$ cat src/rtl/rom_loader_if.sv
// Byte-stream in / word-write out bundle for the program ROM loader.
// The slave modport is the loader; the master modport is the host/array side.
interface rom_loader_if #(
    parameter int ADDR_WIDTH = 16
);
    logic                  start_i;
    logic [7:0]            byte_data_i;
    logic                  byte_valid_i;
    logic                  byte_ready_o;
    logic                  wr_en_o;
    logic                  wr_ready_i;
    logic [ADDR_WIDTH-2:0] wr_addr_o;
    logic [15:0]           wr_data_o;
    logic                  busy_o;
    logic                  done_o;
    logic [ADDR_WIDTH:0]   byte_count_o;
    logic [15:0]           checksum_o;

    modport slave (
        input  start_i, byte_data_i, byte_valid_i, wr_ready_i,
        output byte_ready_o, wr_en_o, wr_addr_o, wr_data_o,
        output busy_o, done_o, byte_count_o, checksum_o
    );

    modport master (
        output start_i, byte_data_i, byte_valid_i, wr_ready_i,
        input  byte_ready_o, wr_en_o, wr_addr_o, wr_data_o,
        input  busy_o, done_o, byte_count_o, checksum_o
    );
endinterface

$ cat src/rtl/rom_loader.sv
// Pairs an ascending byte stream into 16-bit ROM words and issues word writes,
// tracking byte count and a running byte checksum until the image is resident.
module rom_loader #(
    parameter int ADDR_WIDTH = 16
) (
    input logic         clock_i,
    input logic         reset_n_i,
    rom_loader_if.slave bus
);
    typedef enum logic [1:0] {S_IDLE, S_LOAD, S_DONE} state_t;

    state_t                r_state;
    logic [ADDR_WIDTH-1:0] r_addr;
    logic                  r_all_taken;
    logic [7:0]            r_low;
    logic                  r_wr_en;
    logic [ADDR_WIDTH-2:0] r_wr_addr;
    logic [15:0]           r_wr_data;
    logic [ADDR_WIDTH:0]   r_count;
    logic [15:0]           r_sum;

    logic w_byte_ready;
    logic w_byte_hs;
    logic w_wr_hs;

    // A stalled write blocks new bytes, but a completing write does not.
    assign w_byte_ready = (r_state == S_LOAD) & ~(r_wr_en & ~bus.wr_ready_i) & ~r_all_taken;
    assign w_byte_hs    = bus.byte_valid_i & w_byte_ready;
    assign w_wr_hs      = r_wr_en & bus.wr_ready_i;

    always_ff @(posedge clock_i) begin
        if (!reset_n_i) begin
            r_state     <= S_IDLE;
            r_addr      <= '0;
            r_all_taken <= 1'b0;
            r_low       <= '0;
            r_wr_en     <= 1'b0;
            r_wr_addr   <= '0;
            r_wr_data   <= '0;
            r_count     <= '0;
            r_sum       <= '0;
        end else begin
            case (r_state)
                S_IDLE, S_DONE: begin
                    if (bus.start_i) begin
                        r_state     <= S_LOAD;
                        r_addr      <= '0;
                        r_all_taken <= 1'b0;
                        r_wr_en     <= 1'b0;
                        r_count     <= '0;
                        r_sum       <= '0;
                    end
                end
                S_LOAD: begin
                    if (w_byte_hs) begin
                        r_count <= r_count + 1'b1;
                        r_sum   <= r_sum + {8'd0, bus.byte_data_i};
                        // Last byte pins the address instead of wrapping.
                        if (&r_addr) r_all_taken <= 1'b1;
                        else         r_addr      <= r_addr + 1'b1;
                        if (r_addr[0]) begin
                            r_wr_data <= {bus.byte_data_i, r_low};
                            r_wr_addr <= r_addr[ADDR_WIDTH-1:1];
                        end else begin
                            r_low <= bus.byte_data_i;
                        end
                    end
                    if (w_byte_hs && r_addr[0]) r_wr_en <= 1'b1;
                    else if (w_wr_hs)           r_wr_en <= 1'b0;
                    if (w_wr_hs && r_all_taken) r_state <= S_DONE;
                end
                default: r_state <= S_IDLE;
            endcase
        end
    end

    assign bus.byte_ready_o = w_byte_ready;
    assign bus.wr_en_o      = r_wr_en;
    assign bus.wr_addr_o    = r_wr_addr;
    assign bus.wr_data_o    = r_wr_data;
    assign bus.busy_o       = (r_state == S_LOAD);
    assign bus.done_o       = (r_state == S_DONE);
    assign bus.byte_count_o = r_count;
    assign bus.checksum_o   = r_sum;
endmodule
$ cat src/flat_wrapper.sv
// flat-port wrapper written by rule: the top's interface ports become plain ports
module rom_loader_flat 
#(
    parameter int ADDR_WIDTH = 16
)
  (clock_i, reset_n_i, bus_start_i, bus_byte_data_i, bus_byte_valid_i, bus_wr_ready_i, bus_byte_ready_o, bus_wr_en_o, bus_wr_addr_o, bus_wr_data_o, bus_busy_o, bus_done_o, bus_byte_count_o, bus_checksum_o);
  rom_loader_if #(.ADDR_WIDTH(ADDR_WIDTH)) bus_i ();
  input logic clock_i;
  input logic reset_n_i;
  input wire logic [$bits(bus_i.start_i)-1:0] bus_start_i;
  input wire logic [$bits(bus_i.byte_data_i)-1:0] bus_byte_data_i;
  input wire logic [$bits(bus_i.byte_valid_i)-1:0] bus_byte_valid_i;
  input wire logic [$bits(bus_i.wr_ready_i)-1:0] bus_wr_ready_i;
  output wire logic [$bits(bus_i.byte_ready_o)-1:0] bus_byte_ready_o;
  output wire logic [$bits(bus_i.wr_en_o)-1:0] bus_wr_en_o;
  output wire logic [$bits(bus_i.wr_addr_o)-1:0] bus_wr_addr_o;
  output wire logic [$bits(bus_i.wr_data_o)-1:0] bus_wr_data_o;
  output wire logic [$bits(bus_i.busy_o)-1:0] bus_busy_o;
  output wire logic [$bits(bus_i.done_o)-1:0] bus_done_o;
  output wire logic [$bits(bus_i.byte_count_o)-1:0] bus_byte_count_o;
  output wire logic [$bits(bus_i.checksum_o)-1:0] bus_checksum_o;
  assign bus_i.start_i = bus_start_i;
  assign bus_i.byte_data_i = bus_byte_data_i;
  assign bus_i.byte_valid_i = bus_byte_valid_i;
  assign bus_i.wr_ready_i = bus_wr_ready_i;
  assign bus_byte_ready_o = bus_i.byte_ready_o;
  assign bus_wr_en_o = bus_i.wr_en_o;
  assign bus_wr_addr_o = bus_i.wr_addr_o;
  assign bus_wr_data_o = bus_i.wr_data_o;
  assign bus_busy_o = bus_i.busy_o;
  assign bus_done_o = bus_i.done_o;
  assign bus_byte_count_o = bus_i.byte_count_o;
  assign bus_checksum_o = bus_i.checksum_o;
  rom_loader #(.ADDR_WIDTH(ADDR_WIDTH)) u_core (.clock_i(clock_i), .reset_n_i(reset_n_i), .bus(bus_i));
endmodule
$ cat config.mk
export PLATFORM = sky130hd
export DESIGN_NAME = rom_loader_flat
export DESIGN_NICKNAME = d
export VERILOG_FILES = /design/src/rtl/rom_loader_if.sv /design/src/rtl/rom_loader.sv /design/src/flat_wrapper.sv
export SDC_FILE = /design/constraint.sdc
export NUM_CORES = 1
export LEC_CHECK = 0
export ABC_CLOCK_PERIOD_IN_PS = 2900
export CORE_ASPECT_RATIO = 0.9
export CORE_MARGIN = 4
export CORE_UTILIZATION = 25
export CTS_BUF_LIST = sky130_fd_sc_hd__clkbuf_4 sky130_fd_sc_hd__clkbuf_8
export DETAILED_ROUTE_END_ITERATION = 7
export PLACE_DENSITY = 0.49
export SLEW_MARGIN = 40
export SYNTH_ARGS = -nofsm -noshare
export SYNTH_HDL_FRONTEND = slang
export SYNTH_SLANG_ARGS = --single-unit
$ cat constraint.sdc
create_clock -name clock_i -period 2.9 [get_ports clock_i]
set_input_delay 0.58 -clock clock_i [delete_from_list [all_inputs] [get_ports clock_i]]
set_output_delay 0.58 -clock clock_i [all_outputs]
set_load 0.005 [all_outputs]
Word level (Yosys, flattened, before mapping)
Cells that the tools add are included.
{ "totals": {"register_bits": 92, "inputBits": 13} }
{ "classes": {"add_sub_neg": 3, "eq_ne": 8, "muxes": 19, "n_bitwise": 9, "reduce_logical": 13} }
{ "op_table": {"columns": ["op", "n"], "rows": [
  ["16-bit 2-to-1 mux", 4],
  ["16-bit case mux with 2 select lines", 2],
  ["17-bit 2-to-1 mux", 2],
  ["17-bit case mux with 2 select lines", 1],
  ["17-bit by 1-bit adder with 17-bit output, second input constant", 1],
  ["16-bit by 1-bit adder with 16-bit output, second input constant", 1],
  ["16-bit by 8-bit adder with 16-bit output", 1],
  ["16-bit AND reduction", 1],
  ["3-bit AND reduction", 4],
  ["4-bit AND reduction", 2],
  ["2-bit by 1-bit inequality test with 1-bit output, second input constant", 3],
  ["1-bit AND", 5],
  ["1-bit 2-to-1 mux", 5],
  ["2-bit 2-to-1 mux", 2],
  ["2-bit inequality test, second input constant", 2],
  ["1-bit inverter", 4],
  ["1-bit case mux with 2 select lines", 2],
  ["2-bit case mux with 2 select lines", 1],
  ["3-bit by 1-bit inequality test with 1-bit output, second input constant", 1],
  ["2-bit by 1-bit equality test with 1-bit output, second input constant", 1],
  ["2-bit equality test, second input constant", 1],
  ["1-bit logical AND", 2],
  ["2-bit zero test", 1],
  ["2-bit AND reduction", 1],
  ["2 further kinds", 2]
]} }

Longest topological paths before layout
Gate-level depths: netlist (run 1).
{ "depth": {"depth_word": 9, "depth_mapped": 8, "ltp_nobuf": 8} }

Least setup slack after synthesis (run 1)
OpenSTA, ideal clock, no wires.
{ "synth_timing": {"path_kind": "input to register", "startpoint": "in bus_byte_data_i[0]", "endpoint": "reg u_core.r_sum[12] (netlist: u_core.bus.checksum_o[12])", "setup_time_ps": 70, "arrival_ps": 2238, "t_required_ps": 2830, "setup_slack_ps": 592, "stages": 8, "n_path_buf": 0, "path_cell_list": "ha_1 -> inv_1 -> fa_1 -> nor2b_1 -> o2111a_1 -> o31ai_1 -> or4_1 -> a21oi_1"} }
{ "synth_between": {"elab_chain_len": 3} }
{ "synth_rtl": {"columns": ["element", "line_no", "text"], "rows": [
  ["start: declaration", "flat_wrapper.sv:11", "input wire logic [$bits(bus_i.byte_data_i)-1:0] bus_byte_data_i;"],
  ["16-bit by 8-bit adder with 16-bit output", "rom_loader.sv:57", "r_sum <= r_sum + {8'd0, bus.byte_data_i};"],
  ["16-bit 2-to-1 mux", "rom_loader.sv:55", "if (w_byte_hs) begin"],
  ["16-bit case mux with 2 select lines", "rom_loader.sv:43", "case (r_state)"],
  ["end signal: assignment", "rom_loader.sv:57", null],
  ["end: declaration", "rom_loader.sv:20", "logic [15:0] r_sum;"]
]} }
No other way between the ends. The select of a mux whose other input is x is not followed.
A chain may end at the register's enable or synchronous reset.

Worst setup path after layout (run 1)
{ "layout_timing": {"startpoint": "in bus_byte_data_i[0]", "endpoint": "reg u_core.r_sum[14] (netlist: u_core.bus.checksum_o[14])"} }
Same word-level chain as after synthesis.

==> results of run 1 <==
## through the flow
step / worst slack, ps / setup TNS, ps / power, mW / hold WS (ps) / util (%)
after floorplan: 592 / 0 / 1.43 / 437 / -
after global placement: -5.80 / -5.80 / 1.54 / 446 / 33.0
after detailed placement: -29.9 / -68.1 / 1.54 / 453 / 33.0
after CTS: 324 / 0 / 2.54 / 467 / 34.4
after global routing: 211 / 0 / 2.63 / 483 / 34.4
final: 326 / 0 / 2.50 / 463 / 34.4
## path summary, 6_finish.rpt
kind,endpoint,cells past startpoint
hold / removal,u_core.bus.wr_data_o[7],2
setup reg to reg,u_core.bus.checksum_o[14],9
hold reg to reg,u_core.bus.wr_data_o[7],2
setup / recovery,u_core.bus.checksum_o[14],10
## power breakdown
group	total, mW	internal [mW]	switching [mW]	leakage [nW]
combinational	0.222	0.0981	0.124	1.00
clock	0.991	0.522	0.469	0.113
sequential	1.29	1.28	0.0104	0.742
total	2.50	1.90	0.603	1.86
## cells in the final DEF, fill, tap and decap left out, types with 2 or more instances in the layout
cell,count
sky130_fd_sc_hd__nand4_1,9
sky130_fd_sc_hd__bufinv_16,2
sky130_fd_sc_hd__nor3_1,10
sky130_fd_sc_hd__o211ai_1,5
sky130_fd_sc_hd__a21oi_1,18
sky130_fd_sc_hd__xnor2_1,11
sky130_fd_sc_hd__inv_1,7
sky130_fd_sc_hd__a21boi_0,45
sky130_fd_sc_hd__ha_1,10
sky130_fd_sc_hd__nand3_1,24
sky130_fd_sc_hd__a211o_1,2
sky130_fd_sc_hd__clkdlybuf4s50_1,80
sky130_fd_sc_hd__o31a_1,2
sky130_fd_sc_hd__nor2b_1,7
sky130_fd_sc_hd__clkinv_4,2
sky130_fd_sc_hd__xor2_1,13
sky130_fd_sc_hd__or3_1,13
sky130_fd_sc_hd__a21o_1,2
sky130_fd_sc_hd__and4_1,4
sky130_fd_sc_hd__and2_1,8
sky130_fd_sc_hd__nor2_1,31
sky130_fd_sc_hd__o21a_1,8
sky130_fd_sc_hd__or4_1,4
sky130_fd_sc_hd__nand2b_1,3
sky130_fd_sc_hd__dfxtp_1,92
sky130_fd_sc_hd__buf_4,26
sky130_fd_sc_hd__clkbuf_8,10
sky130_fd_sc_hd__o31ai_1,4
sky130_fd_sc_hd__nand2_1,94
sky130_fd_sc_hd__and3_1,5
sky130_fd_sc_hd__nand3b_1,2
sky130_fd_sc_hd__o21ai_0,25
sky130_fd_sc_hd__nor4_1,6
sky130_fd_sc_hd__o2111ai_1,3
## registers in the layout, summed over array words and instances (netlist names)
| register | count |
|---|---|
| u_core.bus.byte_count_o | 17 |
| u_core.bus.checksum_o | 16 |
| u_core.bus.wr_addr_o | 15 |
| u_core.bus.wr_data_o | 16 |
| u_core.bus.wr_en_o | 1 |
| u_core.r_addr | 16 |
| u_core.r_all_taken | 1 |
| u_core.r_low | 8 |
| u_core.r_state | 2 |
## cell families (layout without fill, tap and decap cells)
family                     Yosys count  in the layout  share of synthesized area, %
buffers and inverters               34            130                          3.07
and+or+nand+nor                    224            224                          25.3
DFF                                 92             92                          43.4
AOI/OAI and AO/OA                  121            121                          19.6
other                                0              1                             0
xor gates and xnor gates            24             24                          4.96
muxes                                1              1                         0.236
adders and majority gates           11             11                          3.42
## layout make-up
cell class                 count  area (um2)  area share, %
antenna                        1        2.50         0.0443
clock buffer                  11         145           2.57
clock inverter                 5        85.1           1.51
inverter                       7        26.3          0.466
multi-input combinational    381        2270           40.2
sequential                    92        1840           32.6
tap                          207         259           4.59
timing repair buffer         107        1020           18.0
## critical path, stage by stage
cell and delay, ps:
sky130_fd_sc_hd__clkdlybuf4s50_1 500, sky130_fd_sc_hd__ha_1 190, sky130_fd_sc_hd__inv_1 60, sky130_fd_sc_hd__fa_1 380
sky130_fd_sc_hd__nor2b_1 170, sky130_fd_sc_hd__o2111a_1 230, sky130_fd_sc_hd__o31ai_1 120, sky130_fd_sc_hd__buf_4 160
sky130_fd_sc_hd__or3_1 330, sky130_fd_sc_hd__a21oi_1 140
## layer usage
| metal | track usage [%] | vias to the layer above | wire (um) |
|---|---|---|---|
| met4 | 5.27 | 0 | 292 |
| met1 | 15.8 | 1811 | 5490 |
| met2 | 19.6 | 54 | 5400 |
| li1 | - | 1962 | - |
| met3 | 2.65 | 17 | 390 |
| met5 | 0 | - | 0 |
## synth_stat cells (2+ instances only)
| library cell | n |
|---|---|
| sky130_fd_sc_hd__o31a_1 | 2 |
| sky130_fd_sc_hd__buf_1 | 2 |
| sky130_fd_sc_hd__ha_1 | 10 |
| sky130_fd_sc_hd__o21ai_0 | 25 |
| sky130_fd_sc_hd__a21o_1 | 2 |
| sky130_fd_sc_hd__nand2_1 | 94 |
| sky130_fd_sc_hd__o211ai_1 | 5 |
| sky130_fd_sc_hd__o21a_1 | 8 |
| sky130_fd_sc_hd__a21boi_0 | 45 |
| sky130_fd_sc_hd__and4_1 | 4 |
| sky130_fd_sc_hd__xor2_1 | 13 |
| sky130_fd_sc_hd__o2111ai_1 | 3 |
| sky130_fd_sc_hd__nand3_1 | 24 |
| sky130_fd_sc_hd__inv_1 | 7 |
| sky130_fd_sc_hd__nand2b_1 | 3 |
| sky130_fd_sc_hd__or4_1 | 4 |
| sky130_fd_sc_hd__and2_1 | 8 |
| sky130_fd_sc_hd__a211o_1 | 2 |
| sky130_fd_sc_hd__nor4_1 | 6 |
| sky130_fd_sc_hd__nor2_1 | 31 |
| sky130_fd_sc_hd__clkbuf_1 | 23 |
| sky130_fd_sc_hd__nor3_1 | 10 |
| sky130_fd_sc_hd__o31ai_1 | 4 |
| sky130_fd_sc_hd__a21oi_1 | 18 |
| sky130_fd_sc_hd__or3_1 | 13 |
| sky130_fd_sc_hd__and3_1 | 5 |
| sky130_fd_sc_hd__nand4_1 | 9 |
| sky130_fd_sc_hd__dfxtp_1 | 92 |
| sky130_fd_sc_hd__xnor2_1 | 11 |
| sky130_fd_sc_hd__buf_2 | 2 |
| sky130_fd_sc_hd__nand3b_1 | 2 |
| sky130_fd_sc_hd__nor2b_1 | 7 |
==> results.txt, run 1 <==
- Required time worst endpoint: 3190 ps
- The final-report max-slew violation count is 0.
* Final clock period utilization by the worst path: about nine tenths
- CTS placed an instance of sky130_fd_sc_hd__clkbuf_8 at the clock tree root.
- Tracing the worst setup path back leads to its startpoint at bus_byte_data_i[0].
- Counting every instance in the synthesized netlist gives 507.
- The final route contains 3844 vias.
* Rel. slew slack: 50.9%
* Horizontal die dimension: 145 um
- Number of global-route vias before repair: 3633
* Unrepaired setup endpoints after global routing: no
* Dpl cell area: 5410 um2
- Post-cts gate resize count: 0
- Summing every instance area after synthesis gives roughly 4200 um2.
* Number of flops mapped to enable cells by yosys: 0
- In this run the worst path has a maximum fanout of 4.
* Critical Path Source Type: primary input
- Leak Pwr: 1.86 nW
* Cell variety after synth: 45
* Syn Area/Cell: 8.36 um2
- The layout has 1744 filler cells.
- For this run, the top clock speed supported by timing is 0.388 GHz.
- Cell accounting for the most synthesized area: sky130_fd_sc_hd__dfxtp_1
* Crit Path Class: in2reg
- Area share of the largest cell type after synthesis: 43.4%
- During synthesis, Yosys emitted a total of 0 warnings.
* Data arrival time of the critical path: between 2000 and 3000 ps
- Top-Level Pins: 81
* Hold Fails Final Rpt: 0
* Post-detail-place hpwl: 8.61 mm
- In the synthesized netlist the dominant register cell turns out to be sky130_fd_sc_hd__dfxtp_1.
* Die height: 132 um
* Total nets after synthesis: 531
* First-pass GRT wire length: 19.2 mm
- In this run the remaining antenna-violating nets after routing total 0.
- Routability-driven placement finished with a final weighted congestion of 0.834.
- In the final routed layout, each cell accounts on average for 14.3 um.
- Final global-route overflow total: 0
* Synthesis-stage register bit count: 92
- Yosys attributes the largest share of cell area to sky130_fd_sc_hd__dfxtp_1 (43%), sky130_fd_sc_hd__nand2_1 (8.3%), sky130_fd_sc_hd__a21boi_0 (8.0%).
- The count of cells in the finished layout, fillers not included, comes to just over 800.
- Starting utilization of the core area: between 20% and 30%
- Global routing usage summed across all routing layers: 12.2%
- Count of port buffers added during placement: 80
- Worst hold path startpoint: u_core.r_low[7]
- Row count: between 40 and 50
- Sort of element at the end of the critical path: flop
- Between clock sinks in the finished design, the worst skew comes to 8.52 ps.
- Hold repair after CTS inserted 0 buffers.
* CTS tree: built
* Iteration count of the initial detailed-routing pass: 4
* DRT Wirelength: 11.6 mm
- The area growth from synthesis to layout is 33.1%.
* Setup violations, final: 0
- Sinks on Clock Net: 92
- TritonCTS created 9 clock buffers.
* Vias/cell: 4.74
- Core Region: 16400 um2
* Post-CTS repair timing setup buffer count: 0
- Clock latency on the worst-skew pair, taken at its later pin, is between 300 and 400 ps.
* Part of the Yosys area used for sequential elements: 43.4%
* Fraction of layout instances using a drive strength above 1: 7.46%
* Result of the run: finished clean
* Post-route cell area: 5640 um2
* Pwr Density: approximately 440 nW/um2
- Number of antenna violations at the first check in global routing: 1
* Peak supply drop: 219 uV
* Max clock buf depth: 2
- DRC violation count after routing: 0
- Entering global routing, the biggest net connects 42 pins.
* Dpl cells: 794
- Count of maximum capacitance violations: 0
- For the pin with the worst max-slew slack, the measured transition is 727 ps.
* Hold/Removal Path Class: reg2reg
- Across all register-to-register paths, the minimum setup slack is 620 ps.
- Asr flop ratio synth: 0%
- Final critical path time including I/O delays and setup: 2570 ps
* Detailed router's first-iteration violation count: 197
- Clock transition at path regs: ~90 ps
- Depth of the CTS H-tree: 3
- In the final design database the tool counted 622 nets.
* Floorplan die area: 19100 um2
- The worst register-to-register path begins at u_core.bus.checksum_o[0].
(Power assumes the default switching activity.)
==> inputs of run 2 (changes only) <==
CORE_MARGIN = unset   (was 4)
SLEW_MARGIN = 0   (was 40)
==> results.txt, run 2 (same netlist as run 1, synthesis figures left out) <==
- The initial core utilization was 25.9% (was 25.8%).
- The most common cell after layout, fill and taps aside was sky130_fd_sc_hd__nand2_1 (unchanged).
* Worst Path Max Fanout: 5 (was 4)
- The post-layout worst setup margin is 263 ps (was 326 ps).
* ANT nets after route: 0 (unchanged)
- Clock tree skew after final layout: 7.81 ps (was 8.52 ps)
- Crit Path Class: in2reg (unchanged)
- CTS tree: built (unchanged)
- The area of combinational cells with multiple inputs is 2270 um2 (unchanged).
* Max Freq: 0.379 GHz (was 0.388 GHz)
- Iteration count of the initial detailed-routing pass: 6 (was 4)
* Longest individual stage delay on the worst path: 520 ps (was 500 ps)
* Detailed router's first-iteration violation count: 224 (was 197)
* Sinks on Clock Net: 92 (unchanged)
- The I/O pin count came to 81 (unchanged).
- The count of buffer and inverter cells on the critical path was 2 (was 3).
- Final layout net count: 622 (unchanged)
- Dpl cells: 794 (unchanged)
- Sort of element at the end of the critical path: flop (unchanged)
- The average via count per standard cell came to 4.74 (about the same).
* Dpl cell area: 5400 um2 (was 5410 um2)
- Total inserted antenna cells: 0 (was 1)
- DRC violation count after routing: 3 (was 0)
* Worst slack after detailed placement: -69.4 ps (was -29.9 ps)
* Row count: 44 (unchanged)
* Clock transition at path regs: 90 ps (about the same)
* Worst-path cell chain: clkdlybuf4s50_1 > ha_1 > inv_1 > fa_1 > nor2b_1 > o2111a_1 > o31ai_1 > or4_1 > a21oi_1 (was clkdlybuf4s50_1 > ha_1 > inv_1 > fa_1 > nor2b_1 > o2111a_1 > o31ai_1 > buf_4 > or3_1 > a21oi_1)
* Post-detail-place hpwl: 8.41 mm (was 8.61 mm)
- Unrepaired setup endpoints after global routing: no (unchanged).
- The number of buffers on the longest clock path came to 2 (unchanged).
* Horizontal die dimension: 139 um (was 145 um)
- The launching element type of the critical path was a primary input (unchanged).
* Pwr Density: 439 nW/um2 (was 443 nW/um2)
- The final weighted congestion in routability-driven placement is 0.817 (was 0.834).
- The path category of the worst min-delay check was reg2reg (unchanged).
- The total routing resource utilization after global routing is 13.9% (was 12.2%).
* Die height: 126 um (was 132 um)
* Leak Pwr: 1.84 nW (was 1.86 nW)
* Count of port buffers added during placement: 80 (unchanged)
- Vias: 3833 (was 3844)
* First-pass GRT wire length: 19.1 mm (was 19.2 mm)
- Number of max-slew violations in the final report: 0 (unchanged)
* Data arrival time of the critical path: 2940 ps (was 2870 ps)
- DRT Wirelength: 11.6 mm (about the same)
- Detail-routed net length per standard cell: 14.3 um (about the same)
- The total setup buffers inserted after CTS is 0 (unchanged).
- Pin count of the biggest net entering global routing: 43 (was 42)
* Count of maximum capacitance violations: 0 (unchanged)
- The largest vdd supply drop came to 189 uV (was 219 uV).
- The final cell area excluding filler cells is 5610 um2 (was 5640 um2).
* Final critical path time including I/O delays and setup: 2640 ps (was 2570 ps)
- The total congestion overflow came to 0 (unchanged).
- The number of antenna violations at the first check in global routing is 0 (was 1).
- Result of the run: finished with violations (was finished clean)
- Required time worst endpoint: 3200 ps (was 3190 ps)
* Final non-filler cell total: 809 (was 811)
- The flip-flop count of the largest register, all copies and words added came to 17 (unchanged).
- Slowest cell on the critical path: sky130_fd_sc_hd__clkdlybuf4s50_1 (unchanged)
* Number of global-route vias before repair: 3706 (was 3633)
- Number of fillers in the final layout: 1688 (was 1744)
* Floorplan die area: 17500 um2 (was 19100 um2)
- CTS root buffer: sky130_fd_sc_hd__clkbuf_8 (unchanged)
- The count of cells resized by post-cts repair came to 0 (unchanged).
* Setup violations, final: 0 (unchanged)
- Gate family responsible for the most delay along the worst path: simple AND/OR/NAND/NOR gates (was buffers and inverters)
* Transition time of the tightest slew-check pin: 790 ps (was 727 ps)
- Fraction of layout instances using a drive strength above 1: 7.31% (was 7.46%)
- The placeable core region came to 16400 um2 (about the same).
- The area of all sequential standard cells came to 1840 um2 (unchanged).
* Final worst hold slack: 465 ps (was 463 ps)
* Violated checks: design-rule violations
- The post-route total power came to 2.46 mW (was 2.50 mW).
- The number of clock buffers inserted by TritonCTS came to 9 (unchanged).
- Final clock period utilization by the worst path: 90.9% (was 88.8%)
- Depth of the CTS H-tree: 3 (unchanged)
- The later-pin clock latency in the skew report was 380 ps (was 360 ps).
- Count of hold buffers inserted by post-cts repair: 0 (unchanged)
- Synth-to-Final Area Change: 32.4% (was 33.1%)
- Top library cells by usage in the layout, fill and taps aside: sky130_fd_sc_hd__nand2_1 (94), sky130_fd_sc_hd__dfxtp_1 (92), sky130_fd_sc_hd__clkdlybuf4s50_1 (80) (unchanged).
- Hold Fails Final Rpt: 0 (unchanged)
* Rel. slew slack: 46.7% (was 50.9%)
## run 2: cell types whose count changed in the layout (fill, tap and decap cells not counted), sizes merged
cell,before,now
clkbuf,11,9
diode,1,0
clkinv,2,3
## run 2: final timing paths
path	slack, ps	startpoint	cells past startpoint	to
setup / recovery	260	bus_byte_data_i[0]	9	u_core.bus.checksum_o[12]
hold / removal	470	u_core.bus.wr_data_o[11]	2	u_core.bus.wr_data_o[11]
setup reg to reg	580	u_core.bus.checksum_o[0]	8	u_core.bus.checksum_o[12]
hold reg to reg	470	u_core.bus.wr_data_o[11]	2	u_core.bus.wr_data_o[11]
## run 2: metal layers
layer	vias up	global-route usage, %	part of all wire [%]
li1	1960	-	-
met5	-	0	0
met1	1813	18.2	50
met3	12	3.37	3.0
met2	48	21.8	46
met4	0	5.29	1.6
## run 2: power by group
part | internal [mW] | switching (mW) | total (mW)
combinational | 0.0958 | 0.122 | 0.218
clock | 0.482 | 0.479 | 0.961
sequential | 1.28 | 0.0103 | 1.29
total | 1.85 | 0.611 | 2.46
## run 2: through the flow
stage,util (%),TNS (ps)
6_report,34.3,0
5_1_grt,34.3,0
4_1_cts,34.3,0
3_5_place_dp,33.0,-111
3_3_place_gp,33.0,-27.0
2_1_floorplan,-,0
## run 2: worst register-to-register path: cells and delay by family, from the launching register on
| kind | cells | cell delay, ps |
|---|---|---|
| flip-flops | 1 | 400 |
| adder cells (fa/ha/maj) | 2 | 600 |
| AND/OR/NAND/NOR | 2 | 650 |
| buffers and inverters | 1 | 60 |
| AO/OA/AOI/OAI | 3 | 520 |
## run 2: area by class of cell
class                      instances  share of cell area (%)
inverter                           7                   0.468
clock inverter                     6                    1.61
clock buffer                       9                    2.21
tap                              207                    4.62
multi-input combinational        381                    40.4
timing repair buffer             107                    17.9
sequential                        92                    32.8
==> inputs of run 3 (changes only) <==
CTS_CLUSTER_DIAMETER = 200   (was unset)
==> results of run 3 <==
The final DEF is identical to that of run 2; final timing and power are the same.
